--- config.mk ---
export PLATFORM = sky130hd
export DESIGN_NAME = uart_tx_flat
export DESIGN_NICKNAME = d
export VERILOG_FILES = /design/src/rtl/uart_tx_if.sv /design/src/rtl/uart_tx.sv /design/src/flat_wrapper.sv
export SDC_FILE = /design/constraint.sdc
export NUM_CORES = 1
export LEC_CHECK = 0
export BUFFER_PORTS_ARGS = -buffer_cell sky130_fd_sc_hd__clkbuf_2
export CAP_MARGIN = 20
export CORE_MARGIN = 2
export CORE_UTILIZATION = 35
export CTS_CLUSTER_DIAMETER = 80
export DETAILED_ROUTE_END_ITERATION = 8
export GPL_ROUTABILITY_DRIVEN = 1
export PLACE_DENSITY = 0.58
export SLEW_MARGIN = 0
export SYNTH_ARGS = -nofsm -noshare
export SYNTH_HDL_FRONTEND = slang
export SYNTH_SLANG_ARGS = --single-unit
--- constraint.sdc ---
create_clock -name clk_50M -period 5.7 [get_ports clk_50M]
set_input_delay 1.14 -clock clk_50M [delete_from_list [all_inputs] [get_ports clk_50M]]
set_output_delay 1.14 -clock clk_50M [all_outputs]
set_load 0.02 [all_outputs]
--- src/rtl/uart_tx_if.sv ---
// Byte-stream handshake between a host and the uart_tx serialiser.
// The host owns tx_data/tx_start; the transmitter owns the line and status flags.
interface uart_tx_if;
    logic [7:0] tx_data;
    logic       tx_start;
    logic       tx;
    logic       tx_busy;
    logic       tx_done;

    modport master (
        output tx_data, tx_start,
        input  tx, tx_busy, tx_done
    );

    modport slave (
        input  tx_data, tx_start,
        output tx, tx_busy, tx_done
    );
endinterface

--- src/rtl/uart_tx.sv ---
// 8N1 (optionally 8E1/8O1) UART transmitter, LSB first, matching uart_rx bit timing.
// A request seen on the edge that ends the stop bit starts the next frame with no idle gap.
module uart_tx #(
    parameter int CLKS_PER_BIT = 434,
    parameter int PARITY_MODE  = 0
) (
    input  logic     clk_50M,
    input  logic     reset,
    uart_tx_if.slave bus
);

    localparam int             CW         = (CLKS_PER_BIT > 1) ? $clog2(CLKS_PER_BIT) : 1;
    localparam logic [CW-1:0]  CNT_MAX    = CW'(CLKS_PER_BIT - 1);
    localparam logic           ODD_PARITY = (PARITY_MODE == 2);

    typedef enum logic [2:0] {
        IDLE,
        START,
        DATA,
        PARITY,
        STOP
    } state_t;

    state_t        state, state_n;
    logic [CW-1:0] clk_cnt, clk_cnt_n;
    logic [2:0]    bit_idx, bit_idx_n;
    logic [7:0]    shift_reg, shift_reg_n;
    logic          parity_q, parity_n;
    logic          tx_q, tx_n;
    logic          busy_q, busy_n;
    logic          done_q, done_n;
    logic          bit_end;
    logic          accept;

    assign bit_end = (clk_cnt == CNT_MAX);

    // NOTE: every output of this block is assigned a default first, so no path can infer a latch.
    always_comb begin
        state_n     = state;
        clk_cnt_n   = clk_cnt + 1'b1;
        bit_idx_n   = bit_idx;
        shift_reg_n = shift_reg;
        parity_n    = parity_q;
        tx_n        = tx_q;
        busy_n      = busy_q;
        done_n      = 1'b0;
        accept      = 1'b0;

        case (state)
            IDLE: begin
                clk_cnt_n = '0;
                accept    = bus.tx_start;
            end
            START: begin
                if (bit_end) begin
                    clk_cnt_n = '0;
                    state_n   = DATA;
                    tx_n      = shift_reg[0];
                end
            end
            DATA: begin
                if (bit_end) begin
                    clk_cnt_n = '0;
                    if (bit_idx == 3'd7) begin
                        if (PARITY_MODE != 0) begin
                            state_n = PARITY;
                            tx_n    = parity_q;
                        end else begin
                            state_n = STOP;
                            tx_n    = 1'b1;
                        end
                    end else begin
                        bit_idx_n   = bit_idx + 3'd1;
                        shift_reg_n = {1'b0, shift_reg[7:1]};
                        tx_n        = shift_reg[1];
                    end
                end
            end
            PARITY: begin
                if (bit_end) begin
                    clk_cnt_n = '0;
                    state_n   = STOP;
                    tx_n      = 1'b1;
                end
            end
            STOP: begin
                if (bit_end) begin
                    clk_cnt_n = '0;
                    state_n   = IDLE;
                    busy_n    = 1'b0;
                    done_n    = 1'b1;
                    accept    = bus.tx_start;
                end
            end
            default: begin
                state_n   = IDLE;
                clk_cnt_n = '0;
                tx_n      = 1'b1;
                busy_n    = 1'b0;
            end
        endcase

        // Start bit goes out on the accept edge itself; parity is fixed from the latched byte.
        if (accept) begin
            state_n     = START;
            clk_cnt_n   = '0;
            bit_idx_n   = '0;
            shift_reg_n = bus.tx_data;
            parity_n    = (^bus.tx_data) ^ ODD_PARITY;
            tx_n        = 1'b0;
            busy_n      = 1'b1;
        end
    end

    // NOTE: state is updated with non-blocking assignments so every flop samples pre-edge values.
    always_ff @(posedge clk_50M or posedge reset) begin
        if (reset) begin
            state     <= IDLE;
            clk_cnt   <= '0;
            bit_idx   <= '0;
            shift_reg <= '0;
            parity_q  <= 1'b0;
            tx_q      <= 1'b1;
            busy_q    <= 1'b0;
            done_q    <= 1'b0;
        end else begin
            state     <= state_n;
            clk_cnt   <= clk_cnt_n;
            bit_idx   <= bit_idx_n;
            shift_reg <= shift_reg_n;
            parity_q  <= parity_n;
            tx_q      <= tx_n;
            busy_q    <= busy_n;
            done_q    <= done_n;
        end
    end

    assign bus.tx      = tx_q;
    assign bus.tx_busy = busy_q;
    assign bus.tx_done = done_q;

endmodule

--- src/flat_wrapper.sv ---
// flat-port wrapper written by rule: the top's interface ports become plain ports
module uart_tx_flat 
#(
    parameter int CLKS_PER_BIT = 434,
    parameter int PARITY_MODE  = 0
)
  (clk_50M, reset, bus_tx_data, bus_tx_start, bus_tx, bus_tx_busy, bus_tx_done);
  uart_tx_if bus_i ();
  input  logic clk_50M;
  input  logic reset;
  input wire logic [$bits(bus_i.tx_data)-1:0] bus_tx_data;
  input wire logic [$bits(bus_i.tx_start)-1:0] bus_tx_start;
  output wire logic [$bits(bus_i.tx)-1:0] bus_tx;
  output wire logic [$bits(bus_i.tx_busy)-1:0] bus_tx_busy;
  output wire logic [$bits(bus_i.tx_done)-1:0] bus_tx_done;
  assign bus_i.tx_data = bus_tx_data;
  assign bus_i.tx_start = bus_tx_start;
  assign bus_tx = bus_i.tx;
  assign bus_tx_busy = bus_i.tx_busy;
  assign bus_tx_done = bus_i.tx_done;
  uart_tx #(.CLKS_PER_BIT(CLKS_PER_BIT), .PARITY_MODE(PARITY_MODE)) u_core (.clk_50M(clk_50M), .reset(reset), .bus(bus_i));
endmodule
==> flow_metrics.env, run 1 <==
export IMPL_run_status="finished clean"
export IMPL_max_cap_viol_count=0
export IMPL_static_leakage_power_uw=0.0006244
export IMPL_regToRegStartpoint="u_core.bit_idx[0]"
export IMPL_place_congestion=0.8388
export IMPL_design_area_um2=1419
export IMPL_timing_setup_tns_ns=0
export IMPL_share_clk_of_total_power=0.324
export IMPL_pwr_density_cell_nw_per_um2=201.2
export IMPL_synth_cells=115
export IMPL_fin_crit_sh=0.4362
export IMPL_number_of_hold_violations_in_the_final_report=0
export IMPL_min_to="u_core.bus.tx_busy"
export IMPL_largest_register_ffs=9
export IMPL_initial_antenna_violation_count=0
export IMPL_grt_start_max_net_pins=27
export IMPL_reg2reg_slack_ns=3.21
export IMPL_report_power_total_uw=285.5
export IMPL_vias_per_cell=5.051
export IMPL_finalWirelength_um=2312
export IMPL_globalRouteMet3Util=0.03646
export IMPL_drv_slew=0
export IMPL_finish_net_count=145
export IMPL_dr_first_iter_drc_count=62
export IMPL_cts_resized_gates=0
export IMPL_critPathCaptureType="flip-flop"
export IMPL_post_route_util=0.4154
export IMPL_first_global_vias=873
export IMPL_area_growth_synth_to_final_pct=10.63
export IMPL_core_area_um2=3416
export IMPL_synth_area_per_cell_um2=11.15
export IMPL_clock_skew_final_ns=0.01172
export IMPL_post_cts_repair_setup_buffers=0
export IMPL_global_route_usage_met2=0.1953
export IMPL_hold_start="u_core.bus.tx_busy"
export IMPL_io_buffer_count=13
export IMPL_worstSetupPathType="reg -> reg"
export IMPL_grt_remaining_overflow=0
export IMPL_seq_area_frac_synth=0.5083
export IMPL_boundaryPins=14
export IMPL_seq_power_share=0.646
export IMPL_dieArea_um2=4164
export IMPL_hold_class="reg -> reg"
export IMPL_sink_count=26
export IMPL_count_of_antenna_violating_nets_left_after_detailed_routing=0
export IMPL_drc_errors=0
export IMPL_cts_tree="built"
export IMPL_synth_edff_count=0
export IMPL_timing_worst_slew_pin_value_ns=0.6015
export IMPL_grt_pass1_wl_um=4119
export IMPL_syn_area_um2=1282
export IMPL_ys_ff_latch=26
export IMPL_gr_usage_met1=0.1795
export IMPL_max_slew_margin_rel=0.5990
export IMPL_postCtsHoldBufs=0
export IMPL_ir_worst_vdd_v=0.0001140
export IMPL_clock_root_buffer="sky130_fd_sc_hd__clkbuf_4"
export IMPL_worstPathMaxFanout=11
export IMPL_num_antenna_cells=0
export IMPL_worst_hold_path_num_cells=1
export IMPL_rsz0062_at_grt="no"
export IMPL_overall_die_height_um=64.53
export IMPL_max_clock_freq_mhz=402.2
export IMPL_drt_first_pass_iters=4
export IMPL_clock_insertion_delay_worst_skew_ns=0.32
export IMPL_data_required_time_at_the_worst_endpoint_ns=5.91
export IMPL_fin_crit_ns=2.486
export IMPL_layout_drive_gt1_share=0.2093
export IMPL_chipWidth_um=64.53
export IMPL_power_internal_uw=227.0
export IMPL_synth_lib_cells_used_distinct=35
export IMPL_async_flop_share=1.000
export IMPL_num_vias=884
export IMPL_syn_nets=130
export IMPL_drt_wirelength_per_cell_um=13.21
export IMPL_clockBufferDepth=2
export IMPL_grt_total_usage=0.1268
export IMPL_mostFrequentLayoutCell="sky130_fd_sc_hd__dfrtp_1"
export IMPL_finish_stage_setup_viols=0
export IMPL_critPathLaunchType="flip-flop"
export IMPL_clk_pin_slew_ns=0.14
export IMPL_cell_rows=21
export IMPL_power_switching_fraction=0.2046
export IMPL_post_dp_hpwl_um=1678
export IMPL_placed_cell_area_um2=1368
export IMPL_timing_critical_path_arrival_ns=2.70
export IMPL_total_switching_power_uw=58.42
export IMPL_ff2ff_path_depth=6
export IMPL_h_tree_depth=1
export IMPL_busiest_layer="met2"
export IMPL_comb_power_share=0.029
export IMPL_tritoncts_num_buffers=3
export IMPL_layout_common_cells="sky130_fd_sc_hd__dfrtp_1, sky130_fd_sc_hd__nor2_1, sky130_fd_sc_hd__clkbuf_2, sky130_fd_sc_hd__and2_1"
export IMPL_ys_warnings_count=0
export IMPL_initial_utilization=0.3755
export IMPL_ys_dominant_reg_cell="sky130_fd_sc_hd__dfrtp_1"
export IMPL_reg2reg_to="u_core.shift_reg[4]"
kinds of logic (layout without fill, tap and decap cells):
| kind of cell | Yosys count | after routing | share of synthesized area |
|---|---|---|---|
| adders and majority gates | 4 | 4 | 0.03903 |
| xor gates and xnor gates | 9 | 9 | 0.06147 |
| muxes | 2 | 2 | 0.01561 |
| buffers and inverters | 8 | 22 | 0.04097 |
| DFF | 26 | 26 | 0.5083 |
| AOI/OAI and AO/OA | 21 | 21 | 0.1356 |
| and+or+nand+nor | 45 | 45 | 0.1990 |
layout make-up:
cell class | count | area [µm²]
fillers | 351 | 1997
flip-flops and latches | 26 | 651.9
multi-input cells | 81 | 578.1
repair buffers | 14 | 80.08
well taps | 46 | 57.56
clock buffers | 4 | 36.28
inverters | 4 | 15.01
Yosys cell counts, types with 3 or more instances:
cell type | n | area share
sky130_fd_sc_hd__a21oi_1 | 3 | 0.012
sky130_fd_sc_hd__a221o_1 | 7 | 0.055
sky130_fd_sc_hd__nand2_1 | 5 | 0.015
sky130_fd_sc_hd__ha_1 | 4 | 0.039
sky130_fd_sc_hd__and2_1 | 8 | 0.039
sky130_fd_sc_hd__nand3_1 | 3 | 0.012
sky130_fd_sc_hd__dfrtp_1 | 25 | 0.49
sky130_fd_sc_hd__nor2_1 | 16 | 0.047
sky130_fd_sc_hd__inv_1 | 4 | 0.012
sky130_fd_sc_hd__nor3_1 | 3 | 0.012
sky130_fd_sc_hd__xnor2_1 | 7 | 0.048
layer usage:
layer | vias up | share of wire
met3 | 0 | 0.033
met4 | 0 | 0
met5 | - | 0
met1 | 436 | 0.52
li1 | 435 | -
met2 | 13 | 0.45
worst max-delay path, cell delays in order, from the launching register on:
cell and delay [ns]:
sky130_fd_sc_hd__dfrtp_1 0.41, sky130_fd_sc_hd__ha_1 0.21, sky130_fd_sc_hd__ha_1 0.20, sky130_fd_sc_hd__or4b_4 0.50, sky130_fd_sc_hd__nor4_4 0.46, sky130_fd_sc_hd__o22ai_2 0.25
sky130_fd_sc_hd__a221o_1 0.35
stage by stage:
stage	cells	setup slack [ns]	hold WS, ns
global route	175	3.059	0.5361
CTS	174	3.182	0.5072
global placement	170	3.275	0.4644
floorplan	115	3.711	0.4577
finish	175	3.214	0.5110
detailed placement	170	3.204	0.4752
worst max-delay path by stage:
stage	start	endpoint	slack, ns	cells after the start
after floorplan	u_core.bit_idx[0]	u_core.shift_reg[1]	3.71	6
after global placement	u_core.bit_idx[0]	u_core.shift_reg[4]	3.27	6
after detailed placement	u_core.bit_idx[0]	u_core.shift_reg[6]	3.20	6
after CTS	u_core.bit_idx[0]	u_core.shift_reg[6]	3.18	6
after global routing	u_core.bit_idx[0]	u_core.shift_reg[6]	3.06	6
final	u_core.bit_idx[0]	u_core.shift_reg[4]	3.21	6
power groups by stage:
stage / clock, µW / sequential [µW] / combinational, µW
final: 92.6 / 184 / 8.34
after global routing: 106 / 185 / 9.59
after CTS: 97.4 / 185 / 7.47
after detailed placement: 0 / 188 / 7.46
after global placement: 0 / 188 / 7.18
after floorplan: 0 / 188 / 2.82
Note: power is estimated with default switching activity, not from simulation.
==> run 2: changes to the inputs <==
Settings changed: PLACE_DENSITY 0.58 to 0.6.
Clock period 5.7 ns to 2.26 ns, I/O delays scaled along.
==> run 2 against run 1 <==
Compared with the run above: non-clock buffer count rose by 3; count of clock-buffer cells in the layout did not move; core utilization rose by 0.55 points; final area rose by 1.3%; maximum frequency rose by 17%.
==> flow_metrics.env, run 2 (synthesis results as in run 1) <==
export IMPL_boundaryPins=14
export IMPL_grt_remaining_overflow=0
export IMPL_timing_setup_tns_ns=0
export IMPL_clock_root_buffer="sky130_fd_sc_hd__clkbuf_4"
export IMPL_finish_stage_setup_viols=0
export IMPL_finalWirelength_um=2305
export IMPL_initial_antenna_violation_count=0
export IMPL_layout_common_cells="sky130_fd_sc_hd__dfrtp_1, sky130_fd_sc_hd__nor2_1, sky130_fd_sc_hd__clkbuf_2, sky130_fd_sc_hd__and2_1"
export IMPL_number_of_hold_violations_in_the_final_report=0
export IMPL_timing_worst_slew_pin_value_ns=0.4842
export IMPL_cts_tree="built"
export IMPL_clock_skew_final_ns=0.007826
export IMPL_vias_per_cell=5.152
export IMPL_final_fill_count=347
export IMPL_slowest_stage="sky130_fd_sc_hd__or4b_4"
export IMPL_grt_start_max_net_pins=27
export IMPL_post_dp_hpwl_um=1669
export IMPL_fin_crit_sh=0.9432
export IMPL_grt_total_usage=0.1321
export IMPL_drc_errors=0
export IMPL_mostFrequentLayoutCell="sky130_fd_sc_hd__dfrtp_1"
export IMPL_num_antenna_cells=0
export IMPL_run_status="finished clean"
export IMPL_worstSetupPathType="reg -> reg"
export IMPL_critPathLaunchType="flip-flop"
export IMPL_place_congestion=0.7618
export IMPL_max_clock_freq_mhz=469.1
export IMPL_worstPathMaxFanout=8
export IMPL_drt_first_pass_iters=4
export IMPL_drt_wirelength_per_cell_um=12.95
export IMPL_ir_worst_vdd_v=0.0002759
export IMPL_tritoncts_num_buffers=3
export IMPL_grt_pass1_wl_um=4278
export IMPL_overall_die_height_um=64.53
export IMPL_initial_utilization=0.3755
export IMPL_sink_count=26
export IMPL_largest_register_ffs=9
export IMPL_timing_critical_path_arrival_ns=2.35
export IMPL_fin_crit_ns=2.132
export IMPL_core_area_um2=3416
export IMPL_dieArea_um2=4164
export IMPL_hold_ws_ns=0.1305
export IMPL_postCtsHoldBufs=0
export IMPL_first_global_vias=915
export IMPL_count_of_antenna_violating_nets_left_after_detailed_routing=0
export IMPL_data_required_time_at_the_worst_endpoint_ns=2.47
export IMPL_area_growth_synth_to_final_pct=12.10
export IMPL_clk_pin_slew_ns=0.14
export IMPL_pwr_density_cell_nw_per_um2=478.9
export IMPL_hold_class="in -> async"
export IMPL_io_buffer_count=13
export IMPL_drv_slew=0
export IMPL_num_vias=917
export IMPL_clock_insertion_delay_worst_skew_ns=0.32
export IMPL_max_cap_viol_count=0
export IMPL_path_cells="ha_1 -> ha_2 -> or4b_4 -> nor4_4 -> o22ai_4 -> a221o_1"
export IMPL_clockBufferDepth=2
export IMPL_cell_rows=21
export IMPL_finish_net_count=148
export IMPL_max_slew_margin_rel=0.6747
export IMPL_layout_drive_gt1_share=0.2273
export IMPL_h_tree_depth=1
export IMPL_chipWidth_um=64.53
export IMPL_critical_path_max_stage_delay_ns=0.50
export IMPL_static_leakage_power_uw=0.0006344
export IMPL_critPathCaptureType="flip-flop"
export IMPL_dr_first_iter_drc_count=43
run 2: timing repair:
item,CTS,global route
setup buffers,0,0
endpoints found under the setup margin,0,8
gates resized for setup,0,3
run 2: area by class of cell:
| cell class | instances | area (µm²) | area share |
|---|---|---|---|
| Clock buffer | 4 | 26.28 | 0.01828 |
| Inverter | 4 | 15.01 | 0.01044 |
| Tap cell | 46 | 57.56 | 0.04003 |
| Sequential cell | 26 | 651.9 | 0.4534 |
| Timing Repair Buffer | 17 | 98.84 | 0.06876 |
| Multi-Input combinational cell | 81 | 588.1 | 0.4091 |
run 2: path summary, 6_finish.rpt:
kind / depth (start not counted) / startpoint / slack (ns) / endpoint
hold reg to reg: 1 / u_core.bus.tx_busy / 0.50 / u_core.bus.tx_busy
setup reg to reg: 6 / u_core.bit_idx[0] / 0.13 / u_core.shift_reg[2]
min in group clk_50M: 2 / bus_tx_data[7] / 0.35 / u_core.shift_reg[7]
setup / recovery: 6 / u_core.bit_idx[0] / 0.13 / u_core.shift_reg[2]
max in group asynchronous: 3 / reset / 1.83 / u_core.bus.tx
hold / removal: 3 / reset / 0.13 / u_core.clk_cnt[0]
run 2: through the flow:
step	std cells	utilization	worst slack (ns)	power (µW)	instance area [µm²]
final	178	0.4209	0.1283	688.5	1438
after global routing	178	0.4209	-0.00006439	719.5	1438
after CTS	178	0.4169	0.1094	696.4	1424
after detailed placement	174	0.4092	0.1263	494.0	1398
after global placement	174	0.4092	0.1939	493.5	1398
after floorplan	115	-	0.2713	481.1	1282
run 2: where the power goes:
group | internal [µW] | switching, µW | total [µW]
registers | 465 | 0 | 465
clock network | 69.1 | 135 | 204
logic | 7.54 | 11.5 | 19.1
run 2: routing by layer:
metal	vias up	wire length [µm]	track usage
li1	441	-	-
met5	-	0	0
met3	4	82	0.02951
met1	456	1144	0.1842
met2	16	1049	0.2018
met4	0	29	0.04787
run 2: worst max-delay path, delay by kind of cell, from the launching register on:
kind | cells | cell delay, ns
simple gates | 2 | 0.75
compound gates | 2 | 0.48
flops | 1 | 0.42
fa+ha+maj | 2 | 0.38
==> run 3: changes to the inputs <==
Settings changed: CAP_MARGIN 20 to 0, CELL_PAD_IN_SITES_DETAIL_PLACEMENT from default to 0, CELL_PAD_IN_SITES_GLOBAL_PLACEMENT from default to 1, CORE_UTILIZATION 35 to 30, PLACE_DENSITY 0.6 to 0.63.
==> run 3 against run 2 <==
Compared with the run above: final area is 1.7% higher; critical endpoint is now u_core.shift_reg[5]; final cell count up 3.4%; maximum frequency decreased by 1.4%; sequential power about the same; combinational power barely moved; die area grew 16%; non-clock buffer count up 2; sequential cell count unchanged; global-route usage shrank 2.0 points.
==> flow_metrics.env, run 3 (synthesis results as in run 1) <==
export IMPL_slowest_stage="sky130_fd_sc_hd__or4b_4"
export IMPL_place_congestion=0.6962
export IMPL_cell_rows=23
export IMPL_max_cap_viol_count=0
export IMPL_total_switching_power_uw=150.3
export IMPL_drt_wirelength_per_cell_um=12.67
export IMPL_critPathTopFamily="simple AND/OR/NAND/NOR gates"
export IMPL_finish_net_count=150
export IMPL_data_required_time_at_the_worst_endpoint_ns=2.40
export IMPL_postCtsHoldBufs=0
export IMPL_power_switching_fraction=0.2007
export IMPL_tritoncts_num_buffers=3
export IMPL_seq_power_share=0.621
export IMPL_numPlacedInstances=180
export IMPL_count_of_antenna_violating_nets_left_after_detailed_routing=0
export IMPL_num_vias=897
export IMPL_grt_remaining_overflow=0
export IMPL_cts_tree="built"
export IMPL_multi_input_comb_area_um2=578.1
export IMPL_global_route_usage_met2=0.1784
export IMPL_critPathLaunchType="flip-flop"
export IMPL_timing_setup_tns_ns=0
export IMPL_gr_usage_met1=0.1471
export IMPL_drc_errors=0
export IMPL_first_global_vias=956
export IMPL_clockBufferDepth=2
export IMPL_max_slew_margin_rel=0.7487
export IMPL_critical_path_max_stage_delay_ns=0.50
export IMPL_initial_utilization=0.3161
export IMPL_area_growth_synth_to_final_pct=14.05
export IMPL_max_clock_freq_mhz=462.6
export IMPL_h_tree_depth=1
export IMPL_hold_class="in -> async"
export IMPL_chipWidth_um=69.38
export IMPL_comb_power_share=0.026
export IMPL_fin_crit_sh=0.9565
export IMPL_clock_skew_final_ns=0.01063
export IMPL_run_status="finished clean"
export IMPL_share_clk_of_total_power=0.353
export IMPL_worstSetupPathType="reg -> reg"
export IMPL_clock_root_buffer="sky130_fd_sc_hd__clkbuf_8"
export IMPL_num_antenna_cells=0
export IMPL_finalWirelength_um=2331
export IMPL_mostFrequentLayoutCell="sky130_fd_sc_hd__dfrtp_1"
export IMPL_power_internal_uw=598.3
export IMPL_critPathCaptureType="flip-flop"
export IMPL_drv_slew=0
export IMPL_grt_start_max_net_pins=27
export IMPL_cp_common_cell="sky130_fd_sc_hd__ha_1"
export IMPL_ir_worst_vdd_v=0.0001964
export IMPL_instances_no_fill=184
export IMPL_post_dp_hpwl_um=1757
export IMPL_overall_die_height_um=69.38
export IMPL_drt_first_pass_iters=4
export IMPL_boundaryPins=14
export IMPL_globalRouteMet3Util=0.01744
export IMPL_cts_resized_gates=0
export IMPL_pwr_density_cell_nw_per_um2=511.8
export IMPL_vias_per_cell=4.875
export IMPL_seq_area_um2=651.9
export IMPL_timing_critical_path_arrival_ns=2.31
export IMPL_final_fill_count=424
export IMPL_fin_crit_ns=2.162
export IMPL_number_of_hold_violations_in_the_final_report=0
export IMPL_sink_count=26
export IMPL_largest_register_ffs=9
export IMPL_rsz0062_at_grt="no"
export IMPL_timing_worst_slew_pin_value_ns=0.3769
export IMPL_io_buffer_count=13
export IMPL_grt_total_usage=0.1122
export IMPL_static_leakage_power_uw=0.0006509
export IMPL_worstPathMaxFanout=8
export IMPL_path_buf_inv=0
export IMPL_busiest_layer="met2"
export IMPL_layout_drive_gt1_share=0.2313
export IMPL_layout_common_cells="sky130_fd_sc_hd__dfrtp_1, sky130_fd_sc_hd__nor2_1, sky130_fd_sc_hd__clkbuf_2, sky130_fd_sc_hd__and2_1"
export IMPL_grt_pass1_wl_um=4374
export IMPL_finish_stage_setup_viols=0
export IMPL_initial_antenna_violation_count=0
export IMPL_core_area_um2=4058
export IMPL_clock_insertion_delay_worst_skew_ns=0.27
export IMPL_reg2reg_slack_ns=0.1
export IMPL_clk_pin_slew_ns=0.09
export IMPL_dieArea_um2=4814
export IMPL_path_cells="ha_1 -> ha_1 -> or4b_4 -> nor4_4 -> o22ai_2 -> a221o_1"
export IMPL_post_cts_repair_setup_buffers=0
export IMPL_dr_first_iter_drc_count=25
-- run 3: through the flow --
step	setup WS [ns]	cell area (µm²)	util	hold WS (ns)	power, µW
3_5_place_dp	0.1127	1418	0.3494	0.4743	494.2
6_report	0.09826	1463	0.3605	0.1999	748.6
3_3_place_gp	0.2038	1418	0.3494	0.4604	493.5
5_1_grt	0.01376	1463	0.3605	0.2397	781.2
4_1_cts	0.09372	1463	0.3605	0.2119	761.9
2_1_floorplan	0.2713	1282	-	0.4577	481.1
-- run 3: final timing paths --
path | start | to | depth (start not counted)
max reg2reg | u_core.bit_idx[0] | u_core.shift_reg[5] | 6
max | u_core.bit_idx[0] | u_core.shift_reg[5] | 6
min in group clk_50M | bus_tx_data[0] | u_core.shift_reg[0] | 2
min reg2reg | u_core.bus.tx_busy | u_core.bus.tx_busy | 1
max in group asynchronous | reset | u_core.bus.tx | 3
min | reset | u_core.clk_cnt[2] | 3
-- run 3: power groups by stage --
stage,clock (µW),combinational (µW),sequential (µW)
detailed placement,0,20.2,474
floorplan,0,7.10,474
global placement,0,19.4,474
global route,294,22.2,465
CTS,277,20.4,465
finish,265,19.2,465
-- run 3: layer usage --
metal,vias to the layer above,part of all wire
li1,444,-
met1,441,0.50
met2,8,0.46
met3,4,0.018
met4,0,0.021
met5,-,0
-- run 3: final cells by class --
cell class              instances  share of cell area
inverters                       4             0.01027
multi-input cells              81              0.3952
clock buffers                   4             0.03080
repair buffers                 19             0.07528
flip-flops and latches         26              0.4457
well taps                      50             0.04277
-- run 3: worst min-delay path: cells and delay by family --
kind | cells | cell delay (ns)
buffers and inverters | 3 | 0.43
